$ cat src/rtl/vga_blob_centroid.sv
// rtl/vga_blob_centroid.sv - per-frame bright-blob count, centroid and bounding box
// Thresholds the gated raster stream, then divides coordinate sums by count one bit per cycle.
module vga_blob_centroid #(
  parameter int H_ACTIVE  = 640,
  parameter int V_ACTIVE  = 480,
  parameter int PIX_W     = 8,
  parameter int THRESH    = 200,
  parameter int MIN_COUNT = 16
) (
  input  logic             i_clk,
  input  logic             i_rst,
  input  logic             i_grayscale_start,
  input  logic             i_VGA_VSYNC,
  input  logic             i_pix_valid,
  input  logic [PIX_W-1:0] i_pix_gray,
  output logic             o_valid,
  output logic             o_found,
  output logic [9:0]       o_cx,
  output logic [9:0]       o_cy,
  output logic [9:0]       o_min_x,
  output logic [9:0]       o_max_x,
  output logic [9:0]       o_min_y,
  output logic [9:0]       o_max_y,
  output logic [18:0]      o_count,
  output logic             o_busy
);
  localparam int CNT_W = 19;
  localparam int SUM_W = 28;
  localparam int XW    = 10;
  localparam int YW    = 10;
  localparam logic [XW-1:0]    X_LAST = XW'(H_ACTIVE - 1);
  localparam logic [YW-1:0]    Y_LAST = YW'(V_ACTIVE - 1);
  localparam logic [PIX_W-1:0] THR    = PIX_W'(THRESH);
  localparam logic [CNT_W-1:0] MINC   = CNT_W'(MIN_COUNT);
  localparam logic [4:0]       DIV_LAST = 5'(SUM_W - 1);

  typedef enum logic [2:0] {S_IDLE, S_ARMED, S_ACCUM, S_DIVIDE, S_DONE} state_t;

  state_t            state_q, state_d;
  logic [XW-1:0]     x_q, x_d;
  logic [YW-1:0]     y_q, y_d;
  logic [CNT_W-1:0]  count_q, count_d;
  logic [SUM_W-1:0]  sum_x_q, sum_x_d, sum_y_q, sum_y_d;
  logic [CNT_W-1:0]  rem_x_q, rem_x_d, rem_y_q, rem_y_d;
  logic [XW-1:0]     bmin_x_q, bmin_x_d, bmax_x_q, bmax_x_d;
  logic [YW-1:0]     bmin_y_q, bmin_y_d, bmax_y_q, bmax_y_d;
  logic [4:0]        div_cnt_q, div_cnt_d;
  logic              valid_q, valid_d, found_q, found_d;
  logic [9:0]        cx_q, cx_d, cy_q, cy_d;
  logic [9:0]        min_x_q, min_x_d, max_x_q, max_x_d, min_y_q, min_y_d, max_y_q, max_y_d;
  logic [CNT_W-1:0]  ocount_q, ocount_d;

  // Sums double as the quotient shift registers while dividing.
  logic [CNT_W:0] rem_x_sh, rem_y_sh, diff_x, diff_y;
  logic           ge_x, ge_y;
  assign rem_x_sh = {rem_x_q, sum_x_q[SUM_W-1]};
  assign rem_y_sh = {rem_y_q, sum_y_q[SUM_W-1]};
  assign diff_x   = rem_x_sh - {1'b0, count_q};
  assign diff_y   = rem_y_sh - {1'b0, count_q};
  assign ge_x     = rem_x_sh >= {1'b0, count_q};
  assign ge_y     = rem_y_sh >= {1'b0, count_q};

  always_comb begin
    state_d   = state_q;   x_d = x_q;   y_d = y_q;   count_d = count_q;
    sum_x_d   = sum_x_q;   sum_y_d = sum_y_q;   rem_x_d = rem_x_q;   rem_y_d = rem_y_q;
    bmin_x_d  = bmin_x_q;  bmax_x_d = bmax_x_q; bmin_y_d = bmin_y_q; bmax_y_d = bmax_y_q;
    div_cnt_d = div_cnt_q; valid_d = 1'b0;      found_d = found_q;
    cx_d      = cx_q;      cy_d = cy_q;         ocount_d = ocount_q;
    min_x_d   = min_x_q;   max_x_d = max_x_q;   min_y_d = min_y_q;   max_y_d = max_y_q;
    case (state_q)
      S_IDLE: if (i_grayscale_start && !i_VGA_VSYNC) state_d = S_ARMED;
      S_ARMED: begin
        x_d = '0; y_d = '0; count_d = '0; sum_x_d = '0; sum_y_d = '0;
        rem_x_d = '0; rem_y_d = '0; div_cnt_d = '0;
        bmin_x_d = '0; bmax_x_d = '0; bmin_y_d = '0; bmax_y_d = '0;
        if (!i_grayscale_start) state_d = S_IDLE;
        else if (i_VGA_VSYNC)   state_d = S_ACCUM;
      end
      S_ACCUM: begin
        if (!i_grayscale_start) state_d = S_IDLE;
        else if (!i_VGA_VSYNC)  state_d = S_ARMED;
        else if (i_pix_valid) begin
          if (x_q == X_LAST) begin
            x_d = '0;
            y_d = y_q + YW'(1);
          end else begin
            x_d = x_q + XW'(1);
          end
          if (i_pix_gray >= THR) begin
            count_d = count_q + CNT_W'(1);
            sum_x_d = sum_x_q + SUM_W'(x_q);
            sum_y_d = sum_y_q + SUM_W'(y_q);
            if (count_q == '0) begin
              bmin_x_d = x_q; bmax_x_d = x_q; bmin_y_d = y_q; bmax_y_d = y_q;
            end else begin
              if (x_q < bmin_x_q) bmin_x_d = x_q;
              if (x_q > bmax_x_q) bmax_x_d = x_q;
              if (y_q < bmin_y_q) bmin_y_d = y_q;
              if (y_q > bmax_y_q) bmax_y_d = y_q;
            end
          end
          if (x_q == X_LAST && y_q == Y_LAST)
            state_d = (count_d >= MINC) ? S_DIVIDE : S_DONE;
        end
      end
      S_DIVIDE: begin
        if (!i_grayscale_start) state_d = S_IDLE;
        else begin
          sum_x_d   = {sum_x_q[SUM_W-2:0], ge_x};
          sum_y_d   = {sum_y_q[SUM_W-2:0], ge_y};
          rem_x_d   = ge_x ? diff_x[CNT_W-1:0] : rem_x_sh[CNT_W-1:0];
          rem_y_d   = ge_y ? diff_y[CNT_W-1:0] : rem_y_sh[CNT_W-1:0];
          div_cnt_d = div_cnt_q + 5'd1;
          if (div_cnt_q == DIV_LAST) state_d = S_DONE;
        end
      end
      S_DONE: begin
        valid_d  = 1'b1;
        ocount_d = count_q;
        found_d  = count_q >= MINC;
        if (count_q >= MINC) begin
          cx_d = sum_x_q[9:0];    cy_d = sum_y_q[9:0];
          min_x_d = bmin_x_q;     max_x_d = bmax_x_q;
          min_y_d = bmin_y_q;     max_y_d = bmax_y_q;
        end else begin
          cx_d = '0; cy_d = '0; min_x_d = '0; max_x_d = '0; min_y_d = '0; max_y_d = '0;
        end
        state_d = i_grayscale_start ? S_ARMED : S_IDLE;
      end
      default: state_d = S_IDLE;
    endcase
  end

  always_ff @(posedge i_clk) begin
    if (i_rst) begin
      state_q <= S_IDLE;  x_q <= '0;  y_q <= '0;  count_q <= '0;
      sum_x_q <= '0;  sum_y_q <= '0;  rem_x_q <= '0;  rem_y_q <= '0;
      bmin_x_q <= '0; bmax_x_q <= '0; bmin_y_q <= '0; bmax_y_q <= '0;
      div_cnt_q <= '0; valid_q <= 1'b0; found_q <= 1'b0; cx_q <= '0; cy_q <= '0;
      min_x_q <= '0;  max_x_q <= '0;  min_y_q <= '0;  max_y_q <= '0;  ocount_q <= '0;
    end else begin
      state_q <= state_d;  x_q <= x_d;  y_q <= y_d;  count_q <= count_d;
      sum_x_q <= sum_x_d;  sum_y_q <= sum_y_d;  rem_x_q <= rem_x_d;  rem_y_q <= rem_y_d;
      bmin_x_q <= bmin_x_d; bmax_x_q <= bmax_x_d; bmin_y_q <= bmin_y_d; bmax_y_q <= bmax_y_d;
      div_cnt_q <= div_cnt_d; valid_q <= valid_d; found_q <= found_d; cx_q <= cx_d; cy_q <= cy_d;
      min_x_q <= min_x_d;  max_x_q <= max_x_d;  min_y_q <= min_y_d;  max_y_q <= max_y_d;
      ocount_q <= ocount_d;
    end
  end

  assign o_valid = valid_q;
  assign o_found = found_q;
  assign o_cx    = cx_q;
  assign o_cy    = cy_q;
  assign o_min_x = min_x_q;
  assign o_max_x = max_x_q;
  assign o_min_y = min_y_q;
  assign o_max_y = max_y_q;
  assign o_count = ocount_q;
  assign o_busy  = (state_q == S_ACCUM) || (state_q == S_DIVIDE);
endmodule

$ cat config.mk
export PLATFORM = sky130hd
export DESIGN_NAME = vga_blob_centroid
export DESIGN_NICKNAME = d
export VERILOG_FILES = /design/src/rtl/vga_blob_centroid.sv
export SDC_FILE = /design/constraint.sdc
export NUM_CORES = 1
export LEC_CHECK = 0
export BUFFER_PORTS_ARGS = -buffer_cell sky130_fd_sc_hd__buf_2
export CORE_UTILIZATION = 60
export CTS_BUF_LIST = sky130_fd_sc_hd__clkbuf_8
export CTS_CLUSTER_SIZE = 30
export DETAILED_ROUTE_END_ITERATION = 7
export PLACE_DENSITY = 0.8
export SYNTH_ARGS = -nofsm -noshare
export SYNTH_HDL_FRONTEND = slang
export SYNTH_SLANG_ARGS = --single-unit
$ cat constraint.sdc
create_clock -name i_clk -period 6.9 [get_ports i_clk]
set_clock_uncertainty 0.05 [all_clocks]
set_input_delay 1.38 -clock i_clk [delete_from_list [all_inputs] [get_ports i_clk]]
set_output_delay 1.38 -clock i_clk [all_outputs]
set_load 0.01 [all_outputs]
Yosys cells after proc, flatten, opt, wreduce, memory -nomap -nowiden
Cells that the tools add are included.
{"block": "totals", "in_bits": 13, "regBits": 262, "out_inout_bits": 82, "elab_cells": 165}
{"block": "classes", "n_addsub": 8, "muxes": 86, "n_lt_le_gt_ge": 9, "reduce_logical": 18, "n_eq_ne": 22}
{"op": "2-to-1 mux 10 bit", "count": 38}
{"op": "2-to-1 mux 28 bit", "count": 10}
{"op": "2-to-1 mux 19 bit", "count": 12}
{"op": "one-hot mux 28 bit (3 select lines)", "count": 2}
{"op": "one-hot mux 10 bit (2 select lines)", "count": 6}
{"op": "one-hot mux 19 bit (2 select lines)", "count": 3}
{"op": "adder 28 x 10 -> 28 bit", "count": 2}
{"op": ">= comparator 20 x 19 -> 1 bit", "count": 2}
{"op": ">= comparator 19 x 5 -> 1 bit, second input constant", "count": 2}
{"op": "subtractor 19 bit", "count": 2}
{"op": "2-to-1 mux 3 bit", "count": 10}
{"op": "AND reduction 6 bit", "count": 5}
{"op": "adder 10 x 1 -> 10 bit, second input constant", "count": 2}
{"op": "greater-than comparator 10 bit", "count": 2}
{"op": "< comparator 10 bit", "count": 2}
{"op": "adder 19 x 1 -> 19 bit, second input constant", "count": 1}
{"op": "logical NOT 19 bit", "count": 1}
{"op": "inequality test 3 bit, second input constant", "count": 6}
{"op": "one-hot mux 3 bit (5 select lines)", "count": 1}
{"op": "inequality test 2 bit, second input constant", "count": 7}
{"op": "== test 10 bit, second input constant", "count": 1}
{"op": "== test 10 x 9 -> 1 bit, second input constant", "count": 1}
{"op": "one-hot mux 5 bit (2 select lines)", "count": 1}
{"op": "AND reduction 5 bit", "count": 2}
{"op": "other kinds (17)", "count": 22}

Longest topological paths before layout
{"block": "depth", "ltp_word": 13, "ltp_mapped": 12}

Worst setup path before layout
OpenSTA, ideal clock, no wires.
{"block": "synth_path", "path_type": "input to register", "start": "in i_pix_gray[5]", "end": "reg state_q[0]", "arrival_ns": 3.046, "setup_time_ns": 0.132, "stages": 9, "path_buffers": 1, "required_time_ns": 6.718, "path_slack_ns": 3.672, "path_cell_list": "o311ai_1 or2_1 buf_2 nor4_4 xnor2_1 nand4_1 nor4_2 and4bb_1 nor3_1"}
{"block": "synth_between", "elab_chain_len": 13}
{"element": "from (decl)", "line_no": "15", "text": "input logic [PIX_W-1:0] i_pix_gray,"}
{"element": ">= comparator 8 bit", "line_no": "89", "text": "if (i_pix_gray >= THR) begin"}
{"element": "2-to-1 mux 19 bit", "line_no": "89"}
{"element": "2-to-1 mux 19 bit", "line_no": "82", "text": "else if (i_pix_valid) begin"}
{"element": "2-to-1 mux 19 bit", "line_no": "81", "text": "else if (!i_VGA_VSYNC) state_d = S_ARMED;"}
{"element": "2-to-1 mux 19 bit", "line_no": "80", "text": "if (!i_grayscale_start) state_d = S_IDLE;"}
{"element": "2-to-1 mux 19 bit", "line_no": "70", "text": "case (state_q)"}
{"element": ">= comparator 19 x 5 -> 1 bit", "line_no": "103", "text": "state_d = (count_d >= MINC) ? S_DIVIDE : S_DONE;"}
{"element": "2-to-1 mux 3 bit", "line_no": "103"}
{"element": "2-to-1 mux 3 bit", "line_no": "102", "text": "if (x_q == X_LAST && y_q == Y_LAST)"}
{"element": "2-to-1 mux 3 bit", "line_no": "82"}
{"element": "2-to-1 mux 3 bit", "line_no": "81"}
{"element": "2-to-1 mux 3 bit", "line_no": "80"}
{"element": "one-hot mux 3 bit (5 select lines)", "line_no": "70"}
{"element": "to (signal assigned)", "line_no": "136", "text": "state_q <= S_IDLE; x_q <= '0; y_q <= '0; count_q <= '0;"}
{"element": "to (signal assigned)", "line_no": "142", "text": "state_q <= state_d; x_q <= x_d; y_q <= y_d; count_q <= count_d;"}
{"element": "to (decl)", "line_no": "39", "text": "state_t state_q, state_d;"}
Every way passes these cells. The select of a mux whose other input is x is not followed.
A chain may end at the register's enable or synchronous reset.

Final worst setup path
{"block": "layout_path", "start": "reg state_q[1]", "end": "reg sum_x_q[26]"}
{"block": "layout_between", "elab_chain_len": 3, "word_cells_on_any_way": 11, "classes_between": "eq/ne: 8; mux: 1; reduce/logical: 2"}
{"element": "== test 3 x 2 -> 1 bit or == test 3 x 1 -> 1 bit (tied branches)", "line_no": "70"}
{"element": "inequality test 2 bit (no source line) or nonzero test 3 bit (tied branches)"}
{"element": "AND reduction 6 bit (no source line)"}
{"element": "to (signal assigned)", "line_no": "143", "text": "sum_x_q <= sum_x_d; sum_y_q <= sum_y_d; rem_x_q <= rem_x_d; rem_y_q <= rem_y_d;"}
{"element": "to (decl)", "line_no": "43", "text": "logic [SUM_W-1:0] sum_x_q, sum_x_d, sum_y_q, sum_y_d;"}
Parallel ways exist; a longest one is shown, timed or not.

==> impl_metrics.json <==
{
  "grtUsageTotal": 0.305,
  "drive_above_1_share": 0.105,
  "die_area_um2": 26000,
  "crit_path_max_fanout": 30,
  "critPathMostFrequentCell": "nand2_1",
  "fin_hold_ws_ns": 0.396,
  "drc": 0,
  "start_util": 0.620,
  "first_pass_iters": 5,
  "max_slew_margin": 0.130,
  "cts_sinks": 262,
  "synth_cells": 1937,
  "worstMarginPinSlew_ns": 1.31,
  "synth_nets": 2055,
  "clock_latency_ns": 0.58,
  "period_needed_ns": 3.92,
  "cts_root_buf": "clkbuf_8",
  "synth-seq-cells": 262,
  "cts_tree": "yes",
  "antenna_found_initial": 1,
  "critPathBufInv": 2,
  "cp_cell_sequence": "nand2b_1 > inv_2 > nand2_1 > buf_4 > nor2_2 > nand2_1 > or4_1 > a31oi_1",
  "power_per_cell_area_nw_per_um2": 184,
  "synthFlopType": "dfxtp_1",
  "critPathKind": "flop to flop",
  "ant_nets": 0,
  "first_global_vias": 13600,
  "p_leak_nw": 6.92,
  "cpMaxStageDelayCell": "nor2_2",
  "yosysTopAreaCell": "dfxtp_1",
  "coreArea_um2": 24600,
  "pin_count": 95,
  "maxCapViolCount": 0,
  "viasPerCell": 6.24,
  "num_vias": 14600,
  "fin_crit_sh": 0.569,
  "synthTopCellsByArea": "dfxtp_1 (34%), ha_1 (8.3%), a21oi_1 (6.8%), nand2_1 (6.0%), nor2_1 (4.6%)",
  "postSynthAreaPerCell_um2": 7.87,
  "syn_area_um2": 15200,
  "critical-path-top-delay-family": "simple AND/OR/NAND/NOR gates",
  "synth_seq_area_share": 0.344,
  "drt_iter0_drc": 1368,
  "cts_setup_buffers": 0,
  "htreeDepth": 2,
  "async_flop_share": 0,
  "postPlaceCellArea_um2": 15800,
  "post_cts_resized": 0,
  "status": "complete, no violations",
  "numPortBuffers": 91,
  "ir_drop_uv": 189,
  "dp_hpwl_um": 27400,
  "layout_common_cells": "dfxtp_1 (262), nand2_1 (241), a21oi_1 (206)",
  "fin_tns_setup_ns": 0,
  "grt_max_degree": 81,
  "fin_nets": 2102,
  "hold_path.class": "flop to flop",
  "routabilityCongestion": 0.890,
  "endpoint_kind": "flop",
  "slew_violations": 0,
  "setup_viol": 0,
  "critical_path_arrival_ns": 4.36,
  "routedWlPerCell_um": 17.1,
  "ff2ff_setup_slack_ns": 2.98,
  "cts_buffer_depth": 3,
  "wirelength_um": 40100,
  "num_rows": 57,
  "cts-buffers-inserted": 44,
  "die_x_um": 161,
  "cpPeakStageDelay_ns": 0.80,
  "final_hold_viol_count": 0,
  "cp.required_ns": 7.33,
  "yosys_warnings": 0,
  "die_y_um": 161,
  "rsz0062_at_grt": "no",
  "power_mw": 3.10,
  "synthToLayoutAreaGrowth_pct": 10.2,
  "final_area_um2": 16800,
  "max_freq_mhz": 255,
  "synth_cell_types": 89,
  "synth_top_area_share": 0.344,
  "grt_overflow_total": 0,
  "hold_buffers": 0,
  "cp-start-kind": "flop",
  "synth-edff-count": 0,
  "grt_pass1_wl_um": 65800,
  "clkTransAtPathRegs_ns": 0.06,
  "final_common_cell": "dfxtp_1"
}
[cell type report]
cell class                 count  area, um^2
multi-input combinational   1484        9260
inverter                      85         319
tap                          324         405
antenna                        1        2.50
sequential                   262        5250
fill                        2062        7810
timing repair buffer         107         582
clock inverter                22         185
clock buffer                  58         798
[where the power goes]
part | total [mW] | leakage (nW) | switching [mW] | internal [mW]
sequential | 1.52 | 2.11 | 0.00133 | 1.51
combinational | 0.0686 | 4.26 | 0.0542 | 0.0144
clock | 1.51 | 0.548 | 0.645 | 0.867
total | 3.10 | 6.92 | 0.701 | 2.40
[tightest hold or removal path: cells and delay by family (launching register included)]
kind               cells  cell delay, ns
DFF                    1            0.30
and+or+nand+nor        1            0.05
AOI/OAI and AO/OA      1            0.05
[final timing paths]
path | start | end | depth (start not counted)
worst max-delay path | state_q[1] | sum_x_q[26] | 8
worst min-delay path | o_min_y[2] | o_min_y[2] | 2
worst max register to register | state_q[1] | sum_x_q[26] | 8
worst min register to register | o_min_y[2] | o_min_y[2] | 2
[cells by family (layout without fill, tap and decap cells)]
group	after synthesis	count (layout)	synth area share
AOI/OAI and AO/OA	542	542	0.224
other	0	1	0
muxes	57	57	0.0377
buffers and inverters	191	272	0.0501
xor gates and xnor gates	64	64	0.0368
DFF	262	262	0.344
and+or+nand+nor	716	716	0.219
adders and majority gates	105	105	0.0881
[metrics by stage]
| stage | util | worst slack (ns) | instances |
|---|---|---|---|
| 6_report | 0.683 | 2.98 | 2343 |
| 5_1_grt | 0.683 | 2.75 | 2342 |
| 4_1_cts | 0.683 | 3.09 | 2342 |
| 3_5_place_dp | 0.643 | 2.57 | 2262 |
| 3_3_place_gp | 0.643 | 2.58 | 2262 |
| 2_1_floorplan | - | 3.67 | 1937 |
[Yosys cell counts (23+ instances only)]
cell	n
mux2i_1	54
nor2_1	186
o21ai_1	60
a21o_1	25
nand4_1	25
dfxtp_1	262
a22oi_1	29
ha_1	101
a21oi_1	206
xnor2_1	30
buf_2	23
nand3_1	108
xor2_1	34
and3_1	43
o21ai_0	59
nand2_1	242
clkbuf_1	77
inv_1	82
nor3_1	31
[flip-flops by register name, indices dropped and copies added (netlist names)]
name	flops
y_q	10
div_cnt_q	5
rem_x_q	19
bmax_x_q	10
bmin_y_q	10
x_q	10
o_max_x	10
o_max_y	10
sum_y_q	28
o_cx	10
o_cy	10
o_valid	1
o_found	1
o_count	19
o_min_x	10
sum_x_q	28
state_q	3
bmin_x_q	10
o_min_y	10
rem_y_q	19
bmax_y_q	10
count_q	19
[metal layers]
| layer | wire length [um] | part of all wire | track usage |
|---|---|---|---|
| met1 | 17700 | 0.44 | 0.403 |
| met2 | 18400 | 0.46 | 0.500 |
| met3 | 3120 | 0.078 | 0.0526 |
| met4 | 1000 | 0.025 | 0.108 |
| met5 | 0 | 0 | 0 |
(Power assumes the default switching activity.)
